### config.mk
export PLATFORM = sky130hd
export DESIGN_NAME = fft_out_serializer_flat
export DESIGN_NICKNAME = d
export VERILOG_FILES = /design/src/rtl/fft_out_serializer_pkg.sv /design/src/rtl/fft_out_serializer_if.sv /design/src/rtl/fft_out_serializer_frame_bank.sv /design/src/rtl/fft_out_serializer.sv /design/src/flat_wrapper.sv
export SDC_FILE = /design/constraint.sdc
export NUM_CORES = 1
export LEC_CHECK = 0
export ABC_CLOCK_PERIOD_IN_PS = 15600
export BUFFER_PORTS_ARGS = -buffer_cell sky130_fd_sc_hd__buf_2
export CELL_PAD_IN_SITES_DETAIL_PLACEMENT = 0
export CELL_PAD_IN_SITES_GLOBAL_PLACEMENT = 1
export CORE_ASPECT_RATIO = 1.2
export CORE_MARGIN = 8
export CORE_UTILIZATION = 52
export DETAILED_ROUTE_END_ITERATION = 6
export PLACE_DENSITY = 0.95
export SLEW_MARGIN = 30
export SYNTH_ARGS = -nofsm -noshare
export SYNTH_HDL_FRONTEND = slang
export SYNTH_SLANG_ARGS = --single-unit
### constraint.sdc
create_clock -name clock -period 15.6 [get_ports clock]
set_clock_uncertainty 0.15 [all_clocks]
set_input_delay 0.78 -clock clock [delete_from_list [all_inputs] [get_ports clock]]
set_output_delay 0.78 -clock clock [all_outputs]
set_load 0.02 [all_outputs]
### src/rtl/fft_out_serializer_pkg.sv
// Shared FFT output types: packet/frame layout, bitrev helper and serializer read-state enum.
// NUM_FFT_POINT must stay a power of two so the beat counter wraps cleanly.
package fft_out_serializer_pkg;

  localparam int NUM_FFT_POINT = 8;
  localparam int IDX_W         = $clog2(NUM_FFT_POINT);
  localparam int SAMPLE_W      = 16;

  typedef struct packed {
    logic signed [SAMPLE_W-1:0] re;
    logic signed [SAMPLE_W-1:0] im;
  } FFT_OUTPUT_PACKET;

  typedef FFT_OUTPUT_PACKET [NUM_FFT_POINT-1:0] fft_frame_t;

  typedef enum logic {
    IDLE   = 1'b0,
    STREAM = 1'b1
  } FFT_SER_STATE;

  function automatic logic [IDX_W-1:0] bitrev(input logic [IDX_W-1:0] k);
    logic [IDX_W-1:0] r;
    for (int i = 0; i < IDX_W; i++) begin
      r[i] = k[IDX_W-1-i];
    end
    return r;
  endfunction

endpackage

### src/rtl/fft_out_serializer_if.sv
// Frame-capture and bin-stream signals of the FFT output serializer.
// master = surrounding logic (core + sink), slave = the serializer.
interface fft_out_serializer_if;
  import fft_out_serializer_pkg::*;

  logic             frame_valid;
  fft_frame_t       frame_data;
  logic             frame_ready;
  logic             out_valid;
  logic             out_ready;
  FFT_OUTPUT_PACKET out_data;
  logic [IDX_W-1:0] out_index;
  logic             out_last;
  logic             overflow;
  logic [7:0]       drop_count;

  modport master (
    output frame_valid, frame_data, out_ready,
    input  frame_ready, out_valid, out_data, out_index, out_last, overflow, drop_count
  );

  modport slave (
    input  frame_valid, frame_data, out_ready,
    output frame_ready, out_valid, out_data, out_index, out_last, overflow, drop_count
  );

endinterface

### src/rtl/fft_out_serializer_frame_bank.sv
// One ping-pong bank: parallel frame write, indexed packet read, full flag.
// full_d_o exposes next-cycle occupancy so the top can register frame_ready without a ready->ready path.
module fft_frame_bank
  import fft_out_serializer_pkg::*;
(
  input  logic             clock,
  input  logic             reset,
  input  logic             wr_en_i,
  input  fft_frame_t       wr_data_i,
  input  logic             clr_i,
  input  logic [IDX_W-1:0] rd_idx_i,
  output FFT_OUTPUT_PACKET rd_data_o,
  output logic             full_o,
  output logic             full_d_o
);

  fft_frame_t data_q;
  logic       full_q;
  logic       full_d;

  // A write only ever targets an empty bank, so set-over-clear ordering is safe.
  always_comb begin
    full_d = full_q;
    if (clr_i) begin
      full_d = 1'b0;
    end
    if (wr_en_i) begin
      full_d = 1'b1;
    end
  end

  always_ff @(posedge clock) begin
    if (!reset) begin
      full_q <= 1'b0;
    end else begin
      full_q <= full_d;
    end
  end

  always_ff @(posedge clock) begin
    if (wr_en_i) begin
      data_q <= wr_data_i;
    end
  end

  assign rd_data_o = data_q[rd_idx_i];
  assign full_o    = full_q;
  assign full_d_o  = full_d;

endmodule

### src/rtl/fft_out_serializer.sv
// Captures FFT frames into two ping-pong banks and streams one bin per beat; frame to bin 0 in 1 cycle.
// out_ready stalls the stream only; frames offered with no free bank are dropped and counted. Macro: FFT_OUT_REORDER_EN.
module fft_out_serializer
  import fft_out_serializer_pkg::*;
(
  input  logic                 clock,
  input  logic                 reset,
  fft_out_serializer_if.slave  bus
);

  localparam logic [IDX_W-1:0] LAST_K = IDX_W'(NUM_FFT_POINT - 1);

  FFT_SER_STATE     state_q;
  logic             out_valid_q;
  logic [IDX_W-1:0] k_q;
  logic             rd_bank_q;
  logic             wr_bank_q;
  logic             frame_ready_q;
  logic             frame_ready_d;
  logic             overflow_q;
  logic [7:0]       drop_count_q;

  logic             capture;
  logic             drop;
  logic             beat;
  logic             last_beat;
  logic             rd_bank_filled;
  logic             other_bank_filled;
  logic [1:0]       wr_en;
  logic [1:0]       clr;
  logic [1:0]       full;
  logic [1:0]       full_d;
  logic [IDX_W-1:0] rd_idx;
  logic [IDX_W-1:0] freq_idx;
  FFT_OUTPUT_PACKET rd_data [2];

  assign capture   = bus.frame_valid && frame_ready_q;
  assign drop      = bus.frame_valid && !frame_ready_q;
  assign beat      = out_valid_q && bus.out_ready;
  assign last_beat = beat && (k_q == LAST_K);

  assign wr_en[0] = capture && !wr_bank_q;
  assign wr_en[1] = capture &&  wr_bank_q;
  assign clr[0]   = last_beat && !rd_bank_q;
  assign clr[1]   = last_beat &&  rd_bank_q;

  // Counting a same-cycle capture lets bin 0 appear one cycle after capture and keeps back-to-back frames bubble-free.
  assign rd_bank_filled    = full[rd_bank_q]  || wr_en[rd_bank_q];
  assign other_bank_filled = full[~rd_bank_q] || wr_en[~rd_bank_q];

`ifdef FFT_OUT_REORDER_EN
  assign rd_idx   = bitrev(k_q);
  assign freq_idx = k_q;
`else
  assign rd_idx   = k_q;
  assign freq_idx = bitrev(k_q);
`endif

  for (genvar b = 0; b < 2; b++) begin : g_bank
    fft_frame_bank u_bank (
      .clock     (clock),
      .reset     (reset),
      .wr_en_i   (wr_en[b]),
      .wr_data_i (bus.frame_data),
      .clr_i     (clr[b]),
      .rd_idx_i  (rd_idx),
      .rd_data_o (rd_data[b]),
      .full_o    (full[b]),
      .full_d_o  (full_d[b])
    );
  end

  always_ff @(posedge clock) begin
    if (!reset) begin
      state_q     <= IDLE;
      out_valid_q <= 1'b0;
      k_q         <= '0;
      rd_bank_q   <= 1'b0;
    end else begin
      case (state_q)
        IDLE: begin
          if (rd_bank_filled) begin
            state_q     <= STREAM;
            out_valid_q <= 1'b1;
            k_q         <= '0;
          end
        end
        STREAM: begin
          if (beat) begin
            k_q <= k_q + IDX_W'(1);
            if (last_beat) begin
              rd_bank_q <= ~rd_bank_q;
              if (!other_bank_filled) begin
                state_q     <= IDLE;
                out_valid_q <= 1'b0;
              end
            end
          end
        end
        default: begin
          state_q     <= IDLE;
          out_valid_q <= 1'b0;
        end
      endcase
    end
  end

  assign frame_ready_d = ~(full_d[0] & full_d[1]);

  always_ff @(posedge clock) begin
    if (!reset) begin
      wr_bank_q     <= 1'b0;
      frame_ready_q <= 1'b1;
      overflow_q    <= 1'b0;
      drop_count_q  <= '0;
    end else begin
      frame_ready_q <= frame_ready_d;
      if (capture) begin
        wr_bank_q <= ~wr_bank_q;
      end
      if (drop) begin
        overflow_q <= 1'b1;
        if (drop_count_q != 8'hFF) begin
          drop_count_q <= drop_count_q + 8'd1;
        end
      end
    end
  end

  assign bus.frame_ready = frame_ready_q;
  assign bus.out_valid   = out_valid_q;
  assign bus.out_data    = out_valid_q ? rd_data[rd_bank_q] : '0;
  assign bus.out_index   = freq_idx;
  assign bus.out_last    = out_valid_q && (k_q == LAST_K);
  assign bus.overflow    = overflow_q;
  assign bus.drop_count  = drop_count_q;

endmodule
### src/flat_wrapper.sv
// flat-port wrapper written by rule: the top's interface ports become plain ports
module fft_out_serializer_flat import fft_out_serializer_pkg::*;
  (clock, reset, bus_frame_valid, bus_frame_data, bus_out_ready, bus_frame_ready, bus_out_valid, bus_out_data, bus_out_index, bus_out_last, bus_overflow, bus_drop_count);
  fft_out_serializer_if bus_i ();
  input  logic clock;
  input  logic reset;
  input wire logic [$bits(bus_i.frame_valid)-1:0] bus_frame_valid;
  input wire logic [$bits(bus_i.frame_data)-1:0] bus_frame_data;
  input wire logic [$bits(bus_i.out_ready)-1:0] bus_out_ready;
  output wire logic [$bits(bus_i.frame_ready)-1:0] bus_frame_ready;
  output wire logic [$bits(bus_i.out_valid)-1:0] bus_out_valid;
  output wire logic [$bits(bus_i.out_data)-1:0] bus_out_data;
  output wire logic [$bits(bus_i.out_index)-1:0] bus_out_index;
  output wire logic [$bits(bus_i.out_last)-1:0] bus_out_last;
  output wire logic [$bits(bus_i.overflow)-1:0] bus_overflow;
  output wire logic [$bits(bus_i.drop_count)-1:0] bus_drop_count;
  assign bus_i.frame_valid = bus_frame_valid;
  assign bus_i.frame_data = bus_frame_data;
  assign bus_i.out_ready = bus_out_ready;
  assign bus_frame_ready = bus_i.frame_ready;
  assign bus_out_valid = bus_i.out_valid;
  assign bus_out_data = bus_i.out_data;
  assign bus_out_index = bus_i.out_index;
  assign bus_out_last = bus_i.out_last;
  assign bus_overflow = bus_i.overflow;
  assign bus_drop_count = bus_i.drop_count;
  fft_out_serializer u_core (.clock(clock), .reset(reset), .bus(bus_i));
endmodule
* Word level (Yosys, flattened, before mapping)
Index checks and enable logic that the tools add are counted.
** Word-level totals
- Register bits after elaboration :: 531
- Bits in latches :: 0
- Memory bits (writable) :: 0
- Memory bits (read-only) :: 0
- Input port bits :: 260
- Output and inout port bits :: 47
- Word-level logic and storage cells :: 111
- Memories kept :: 0
** Cells by class
- $add $sub $neg :: 2
- Multipliers :: 0
- Divide/modulo/power cells :: 0
- $lt $le $gt $ge :: 4
- Equality and inequality tests :: 6
- Shift operators :: 0
- Multiplexer cells :: 33
- Bitwise gates (word level) :: 6
- Reduce and logical (&&, ||, !) cells :: 18
** Operators with widths (number)
- $bmux W32 S3 :: 2
- $mux W32 :: 6
- $mux W1 :: 20
- $logic_and A1 B1 Y1 :: 9
- $add A8 B1 Y8 const B :: 1
- $ne A8 B8 Y1 const B :: 1
- $mux W3 :: 2
- $ne A2 B2 Y1 const B :: 3
- $pmux W3 S2 :: 1
- $lt A1 B2 Y1 const B :: 2
- $lt A3 B4 Y1 const B :: 1
- $not A1 Y1 :: 4
- $pmux W1 S2 :: 2
- $reduce_and A2 Y1 :: 2
- $reduce_and A4 Y1 :: 1
- $add A3 B1 Y3 const B :: 1
- $eq A3 B3 Y1 const B :: 1
- $logic_not A1 Y1 :: 3
- $reduce_and A3 Y1 :: 1
- $ge A2 B2 Y1 const B :: 1
- $logic_or A1 B1 Y1 :: 2
- $ne A2 B1 Y1 const B :: 1
- $not A1 Y2 :: 1
- $and A1 B1 Y1 :: 1

* Longest topological paths before layout
Gate-level depths: netlist of run 1.
- Depth after elaboration :: 9
- Depth in mapped cells :: 7
- Mapped depth without buffers :: 6

* Cells and area by module
From an unflattened synthesis of run 1, not the netlist that was laid out.
** Second synthesis, totals
- Cell total of the unflattened synthesis :: 914
- Area, all modules :: 20968.9 um^2
** Modules (own cells, without submodules)
- fft_frame_bank :: times used 2, cells each 374, area each 9800.6 um^2, sequential area each 7707.4 um^2
- fft_out_serializer :: times used 1, cells each 166, area each 1367.6 um^2, sequential area each 340.3 um^2

* Worst setup path after synthesis of run 1
No wires, ideal clock.
- Path kind :: input-to-reg
- From :: input bus_frame_valid
- To :: register u_core.g_bank[1].u_bank.data_q[0] (netlist name) (enable)
- Setup time :: 652 ps
- Arrival :: 6678 ps
- Required time :: 14798 ps
- Setup slack :: 8120 ps
- Stages :: 1
- Buffers on the path :: 0
- Cell sequence :: and3_1
** Between the ends
- Word-level cells in the longest chain between the ends :: 2
** RTL lines
- start, declared :: RTL line flat_wrapper.sv:7 : input wire logic [$bits(bus_i.frame_valid)-1:0] bus_frame_valid;
- $logic_and A1 B1 Y1 :: RTL line fft_out_serializer.sv:37 : assign capture = bus.frame_valid && frame_ready_q;
- $logic_and A1 B1 Y1 :: RTL line fft_out_serializer.sv:43 : assign wr_en[1] = capture && wr_bank_q;
- end signal, assigned :: RTL line fft_out_serializer_frame_bank.sv:42 : data_q <= wr_data_i;
- end, declared :: RTL line fft_out_serializer_frame_bank.sv:17 : fft_frame_t data_q;
Every way passes these cells.
A chain may end at the register's enable or synchronous reset.

* Worst setup path in the final report of run 1
- From :: register u_core.k_q[0]
- To :: output bus_out_data[1]
** Between the ends
- Word-level cells in the longest chain between the ends :: 6
- Elaborated cells between the ends (all ways) :: 8
- Those cells by class :: 8 x mux
** RTL lines
- start, declared :: RTL line fft_out_serializer.sv:15 : logic [IDX_W-1:0] k_q;
- start signal, assigned :: RTL line fft_out_serializer.sv:90 : k_q <= k_q + IDX_W'(1);
- $bmux W32 S3 :: RTL line fft_out_serializer_frame_bank.sv:46 : assign rd_data_o = data_q[rd_idx_i];
- $mux W32 (implied by the code) :: RTL line fft_out_serializer_frame_bank.sv:46
- $mux W32 (implied by the code) * (3 in a row) :: RTL line fft_out_serializer.sv:132 : assign bus.out_data = out_valid_q ? rd_data[rd_bank_q] : '0;
- $mux W32 * :: RTL line fft_out_serializer.sv:132
- end, declared :: RTL line flat_wrapper.sv:12 : output wire logic [$bits(bus_i.out_data)-1:0] bus_out_data;
Every way passes the cells marked *; elsewhere a longest branch is shown, timed or not. The select of a mux whose other input is x is not followed.

==> flow_metrics.tcl, run 1 <==
set metrics [dict create \
    reg2reg_from "u_core.k_q[0]$_SDFFE_PN0P_" \
    cts_root_buf "clkbuf_16" \
    hold_path_class "input port to flip-flop" \
    ir_drop_mv 0.1278 \
    fin_crit_sh 0.3315 \
    dr.first_iter.drc_count 760 \
    crit_path_end_kind "output port" \
    synth_edf_count 512 \
    grt_usage 0.1943 \
    cp_max_fo 66 \
    yosysSeqAreaShare 0.7667 \
    grt-ovfl-total 0 \
    syn_nets 1337 \
    fp.dieW_um 197.5 \
    maxCapViolCount 0 \
    synth_top_family_by_area "multiplexers" \
    start_util 0.5224 \
    yosysUniqueCellTypes 42 \
    seq_area_um2 15760 \
    grt_pass1_vias 11754 \
    antenna_found_initial 21 \
    routedWlPerCell_um 23.42 \
    cp.required_ns 14.67 \
    finalCriticalPeriod_ns 5.171 \
    synthAdderAreaFrac 0.001827 \
    drc 0 \
    tightest_slew_ns 0.9679 \
    p_leak_nw 8.231 \
    post-cts-setup-buffers 0 \
    avgSynthCellArea_um2 19.13 \
    clock-sinks 531 \
    hold_start "bus_frame_data[20]" \
    synth-seq-cells 531 \
    dpl.hpwl_mm 30.01 \
    cts_hold_buffers 0 \
    r2r_cells 8 \
    power_w 0.003029 \
    synth_xor_area_frac 0.0008524 \
    yosysWarningCount 0 \
    max_freq_mhz 193.4 \
    crit_type "flip-flop to output port" \
    yosysMostFrequentCell "edfxtp_1" \
    synthArstFlopShare 0 \
    synthFlopType "edfxtp_1" \
    synth-simple-area-share 0.01954 \
    cts_made_buffers 49 \
    syn_to_final_growth_pct 17.40 \
    grt_pass1_wl_mm 67.34 \
    yosysTopAreaCell "edfxtp_1" \
    clock_latency_ns 0.55 \
    yosys.area.top_type_share 0.7482 \
    core_um2 39340 \
    layout-drive-gt1-share 0.3020 \
    hold_depth 1 \
    num_rows 80 \
    grt_max_degree 104 \
    syn_inst 1074 \
    power_density_nw_per_um2 125.5 \
    detail_route.first_pass.iterations 5 \
    gp_congestion 0.8004 \
    fin_tns_setup_ns 0 \
    hold_end "u_core.g_bank[1].u_bank.data_q[20]$_DFFE_PP_" \
    num-nets-final 1653 \
    cts_resized 0 \
    status "finished clean" \
    drt-total-wl_mm 46.31 \
    slew_violations 0 \
    multiInputGateArea_um2 4423 \
    r2r_slack_ns 11.75 \
    synth-compound-area-share 0.05157 \
    die_h_um 233.8 \
    r2r_end "u_core.bus.out_valid$_SDFFE_PN0P_" \
    yosys-mux-area-fraction 0.1398 \
    cp.arrival_ns 4.24 \
    fillers 2767 \
    setup_viol_count_final 0 \
    rsz0062_at_grt "false" \
    pre_cts_ws_ns 10.99 \
    ant_nets 0 \
    postLayoutSetupSlackWorst_ns 10.43 \
    avgViaCountPerCell 5.630 \
    slew_headroom 0.3532 \
    portBuffers 306 \
    netlist_area_um2 20550 \
    io_pins 307 \
    ys_top_cells_by_area "edfxtp_1 (75%), mux2i_1 (9.9%), a22oi_1 (3.4%), mux4_2 (3.1%), dfxtp_1 (1.9%)" \
    dieArea_um2 46160 \
    yosys-top-cells-count "edfxtp_1 (512), mux2i_1 (203), a22oi_1 (93), nand2_1 (55), o22ai_1 (32)" \
    worstSetupStartpointType "flip-flop" \
    cts_tree "yes" \
    h-tree-depth 2 \
    cts.path.max_buffers 3 \
    vias 11130 \
    clk_pin_slew_ns 0.07 \
    hold_viol 0 \
]
[state kept, by name, summed over array words and instances (netlist names)]
| name | cells |
|---|---|
| u_core.k_q | 3 |
| u_core.g_bank.u_bank.full_o | 2 |
| u_core.g_bank.u_bank.data_q | 512 |
| u_core.bus.drop_count | 8 |
| u_core.bus.out_valid | 1 |
| u_core.wr_bank_q | 1 |
| u_core.bus.frame_ready | 1 |
| u_core.bus.overflow | 1 |
| u_core.rd_bank_q | 1 |
| u_core.state_q | 1 |
[critical path: stages, from the launching register on]
cell     delay (ns)
dfxtp_4        0.95
buf_6          0.65
buf_4          0.83
mux4_1         0.65
mux2i_1        0.15
o22ai_1        0.09
buf_2          0.18
[kinds of logic (layout without fill, tap and decap cells)]
group / after synthesis / in the layout
AOI/OAI and AO/OA: 148 / 148
xor gates and xnor gates: 2 / 2
adders and majority gates: 3 / 3
buffers and inverters: 62 / 415
DFF: 531 / 531
muxes: 239 / 239
other: 0 / 17
and+or+nand+nor: 89 / 89
[layout make-up]
type | instances | share of cell area
sequential | 531 | 0.6533
multi-input combinational | 481 | 0.1833
timing repair buffer | 323 | 0.07007
clock buffer | 58 | 0.05223
tap | 533 | 0.02764
clock inverter | 30 | 0.01074
antenna | 17 | 0.001763
inverter | 4 | 0.0009335
[stage by stage]
stage	cell area (um^2)	utilization	instances	hold slack (ns)
6_report	24130	0.6133	1977	0.2512
5_1_grt	24120	0.6131	1974	0.2225
4_1_cts	24050	0.6114	1959	0.2167
3_5_place_dp	22530	0.5728	1871	0.3146
3_3_place_gp	22530	0.5726	1871	0.2984
2_1_floorplan	20550	-	1074	0.3028
[layer usage]
metal  track usage  up-vias  wire length (um)
met5             0        -                62
met1        0.2292     5521             17450
li1              -     5047                 -
met2        0.3355      460             23900
met4       0.08990       10              1548
met3       0.04493       92              3341
[report_power, final]
| part | total [W] | internal [W] | leakage (nW) | switching, W |
|---|---|---|---|---|
| sequential | 0.00168 | 0.00166 | 4.95 | 0.0000249 |
| clock | 0.00114 | 0.000644 | 0.743 | 0.000494 |
| combinational | 0.000208 | 0.0000808 | 2.54 | 0.000127 |
[layout by cell type, fill, tap and decap left out, drive strengths merged, types with 5 or more instances in the layout]
cell    count
mux2i     203
diode      17
clkbuf     58
inv         7
a31oi       5
buf       323
nand3       5
o22ai      32
a22oi      93
nand2      55
nor2        9
edfxtp    512
dfxtp      19
mux4       36
clkinv     21
[worst max-delay path by stage]
stage / from / endpoint / slack (ns) / depth (start not counted)
global placement: u_core.k_q[0]$_SDFFE_PN0P_ / bus_out_data[3] / 10.79 / 6
CTS: u_core.k_q[0]$_SDFFE_PN0P_ / bus_out_data[3] / 10.40 / 6
detailed placement: u_core.k_q[0]$_SDFFE_PN0P_ / bus_out_data[1] / 10.99 / 6
floorplan: bus_frame_valid / u_core.g_bank[1].u_bank.data_q[0]$_DFFE_PP_ / 8.12 / 1
global route: u_core.k_q[0]$_SDFFE_PN0P_ / bus_out_data[3] / 10.17 / 6
finish: u_core.k_q[0]$_SDFFE_PN0P_ / bus_out_data[1] / 10.43 / 6
No activity file was read; power rests on OpenSTA's default activity.
==> inputs of run 2 (changes only) <==
--- a/config.mk
+++ b/config.mk
@@ -5,15 +5,15 @@
 export SDC_FILE = /design/constraint.sdc
 export NUM_CORES = 1
 export LEC_CHECK = 0
-export ABC_CLOCK_PERIOD_IN_PS = 15600
+export ABC_CLOCK_PERIOD_IN_PS = 4400
 export BUFFER_PORTS_ARGS = -buffer_cell sky130_fd_sc_hd__buf_2
 export CELL_PAD_IN_SITES_DETAIL_PLACEMENT = 0
 export CELL_PAD_IN_SITES_GLOBAL_PLACEMENT = 1
 export CORE_ASPECT_RATIO = 1.2
 export CORE_MARGIN = 8
-export CORE_UTILIZATION = 52
+export CORE_UTILIZATION = 44
 export DETAILED_ROUTE_END_ITERATION = 6
-export PLACE_DENSITY = 0.95
+export PLACE_DENSITY = 0.88
 export SLEW_MARGIN = 30
 export SYNTH_ARGS = -nofsm -noshare
 export SYNTH_HDL_FRONTEND = slang
==> constraint.sdc (replaced) <==
create_clock -name clock -period 4.4 [get_ports clock]
set_clock_uncertainty 0.15 [all_clocks]
set_input_delay 0.22 -clock clock [delete_from_list [all_inputs] [get_ports clock]]
set_output_delay 0.22 -clock clock [all_outputs]
set_load 0.02 [all_outputs]
==> run 2 against run 1 <==
Die area rose by 17%; non-clock buffer count is 266 higher; routed wire length is 17% higher; critical path depth is 1 higher.
==> flow_metrics.tcl, run 2 (same netlist as run 1, synthesis figures left out) <==
set metrics [dict create \
    gp_congestion 0.7707 \
    detail_route.first_pass.iterations 5 \
    routedWlPerCell_um 23.22 \
    num_rows 86 \
    grt_pass1_wl_mm 79.36 \
    dr.first_iter.drc_count 1066 \
    clock_latency_ns 0.57 \
    fp.dieW_um 213.3 \
    final_cell_mix "edfxtp_1 (512), buf_2 (306), dlygate4sd3_1 (259)" \
    fin_crit_sh 0.8216 \
    start_util 0.4462 \
    finalCriticalPeriod_ns 3.615 \
    num-nets-final 1921 \
    largest_register_ffs 512 \
    pre_cts_ws_ns 1.449 \
    cp.arrival_ns 3.25 \
    cts_made_buffers 51 \
    die_h_um 252.7 \
    cts_tree "yes" \
    slew_headroom 0.4058 \
    cts_hold_buffers 259 \
    p_leak_nw 9.381 \
    drc 0 \
    post-cts-setup-buffers 0 \
    final_cells 2325 \
    grt_pass1_vias 13554 \
    worstSetupStartpointType "flip-flop" \
    tightest_slew_ns 0.8892 \
    utilization 0.5856 \
    cp_max_fo 29 \
    vias 12576 \
    cts.path.max_buffers 3 \
    grt_max_degree 125 \
    ir_drop_mv 0.4327 \
    h-tree-depth 2 \
    crit_path_end_kind "output port" \
    antenna_found_initial 14 \
    postLayoutSetupSlackWorst_ns 0.7848 \
    crit_type "flip-flop to output port" \
    clk_pin_slew_ns 0.06 \
    portBuffers 306 \
    ant_nets 0 \
    cts_root_buf "clkbuf_16" \
    layout-drive-gt1-share 0.2610 \
    grt_usage 0.1953 \
    dieArea_um2 53900 \
    avgViaCountPerCell 5.409 \
    slew_violations 0 \
    power_density_nw_per_um2 408.2 \
    cp.required_ns 4.03 \
    maxCapViolCount 0 \
    syn_to_final_growth_pct 31.25 \
    setup_viol_count_final 0 \
    max_freq_mhz 276.6 \
    hold_path_class "input port to flip-flop" \
    grt-ovfl-total 0 \
    final_common_cell "edfxtp_1" \
    status "finished clean" \
    top_register "u_core.g_bank.u_bank.data_q" \
    io_pins 307 \
    core_um2 46050 \
    drt-total-wl_mm 54.00 \
    hold_viol 0 \
    fillers 3371 \
    dpl.hpwl_mm 31.76 \
    cts_resized 0 \
    clock-sinks 531 \
    rsz0062_at_grt "false" \
    dp.cells 1962 \
]
==> run 2: path summary, 6_finish.rpt <==
path,slack (ns),cells after the start,endpoint,from
setup / recovery,0.78,7,bus_out_data[26],u_core.k_q[1]$_SDFFE_PN0P_
hold / removal,0.21,2,u_core.g_bank[0].u_bank.data_q[110]$_DFFE_PP_,bus_frame_data[110]
setup reg to reg,2.12,3,u_core.g_bank[0].u_bank.data_q[178]$_DFFE_PP_,u_core.wr_bank_q$_SDFFE_PN0N_
hold reg to reg,0.34,2,u_core.bus.overflow$_SDFFE_PN0P_,u_core.bus.overflow$_SDFFE_PN0P_
==> run 2: metrics by stage <==
stage | setup TNS [ns] | power [W] | area, um^2 | hold slack (ns)
floorplan | -146.16 | 0.006513 | 20560 | 0.1689
global placement | 0 | 0.006787 | 22740 | 0.2591
detailed placement | 0 | 0.006830 | 22810 | 0.2608
CTS | 0 | 0.01104 | 26940 | 0.1723
global route | 0 | 0.01135 | 26970 | 0.1921
finish | 0 | 0.01101 | 26970 | 0.2137
==> run 2: layer usage <==
metal,global-route usage,routed length [um],vias up
met5,0,36,-
li1,-,-,5586
met1,0.2288,20070,6255
met4,0.08645,1983,6
met3,0.04763,4042,148
met2,0.3366,27870,581
==> run 2: report_power, final <==
part	switching (W)	total, W	internal [W]
sequential	0.0000867	0.00596	0.00587
combinational	0.000526	0.000973	0.000447
clock	0.00180	0.00408	0.00228
==> run 2: area by class of cell <==
class                   instances  area (um^2)  area share
flip-flops and latches        531        15770      0.5845
diodes                         12        30.03    0.001113
clock buffers                  67         1346     0.04992
repair buffers                589         4414      0.1637
well taps                     616        770.7     0.02858
multi-input cells             481         4433      0.1644
clock inverters                25        192.7    0.007144
inverters                       4        18.77   0.0006959
==> run 2: worst max-delay path, cell delays in order (launching register included) <==
cell	delay (ns)
dfxtp_2	0.32
buf_4	0.47
and2_2	0.84
buf_4	0.43
a22oi_1	0.16
nand2_1	0.10
o22ai_1	0.11
buf_2	0.22
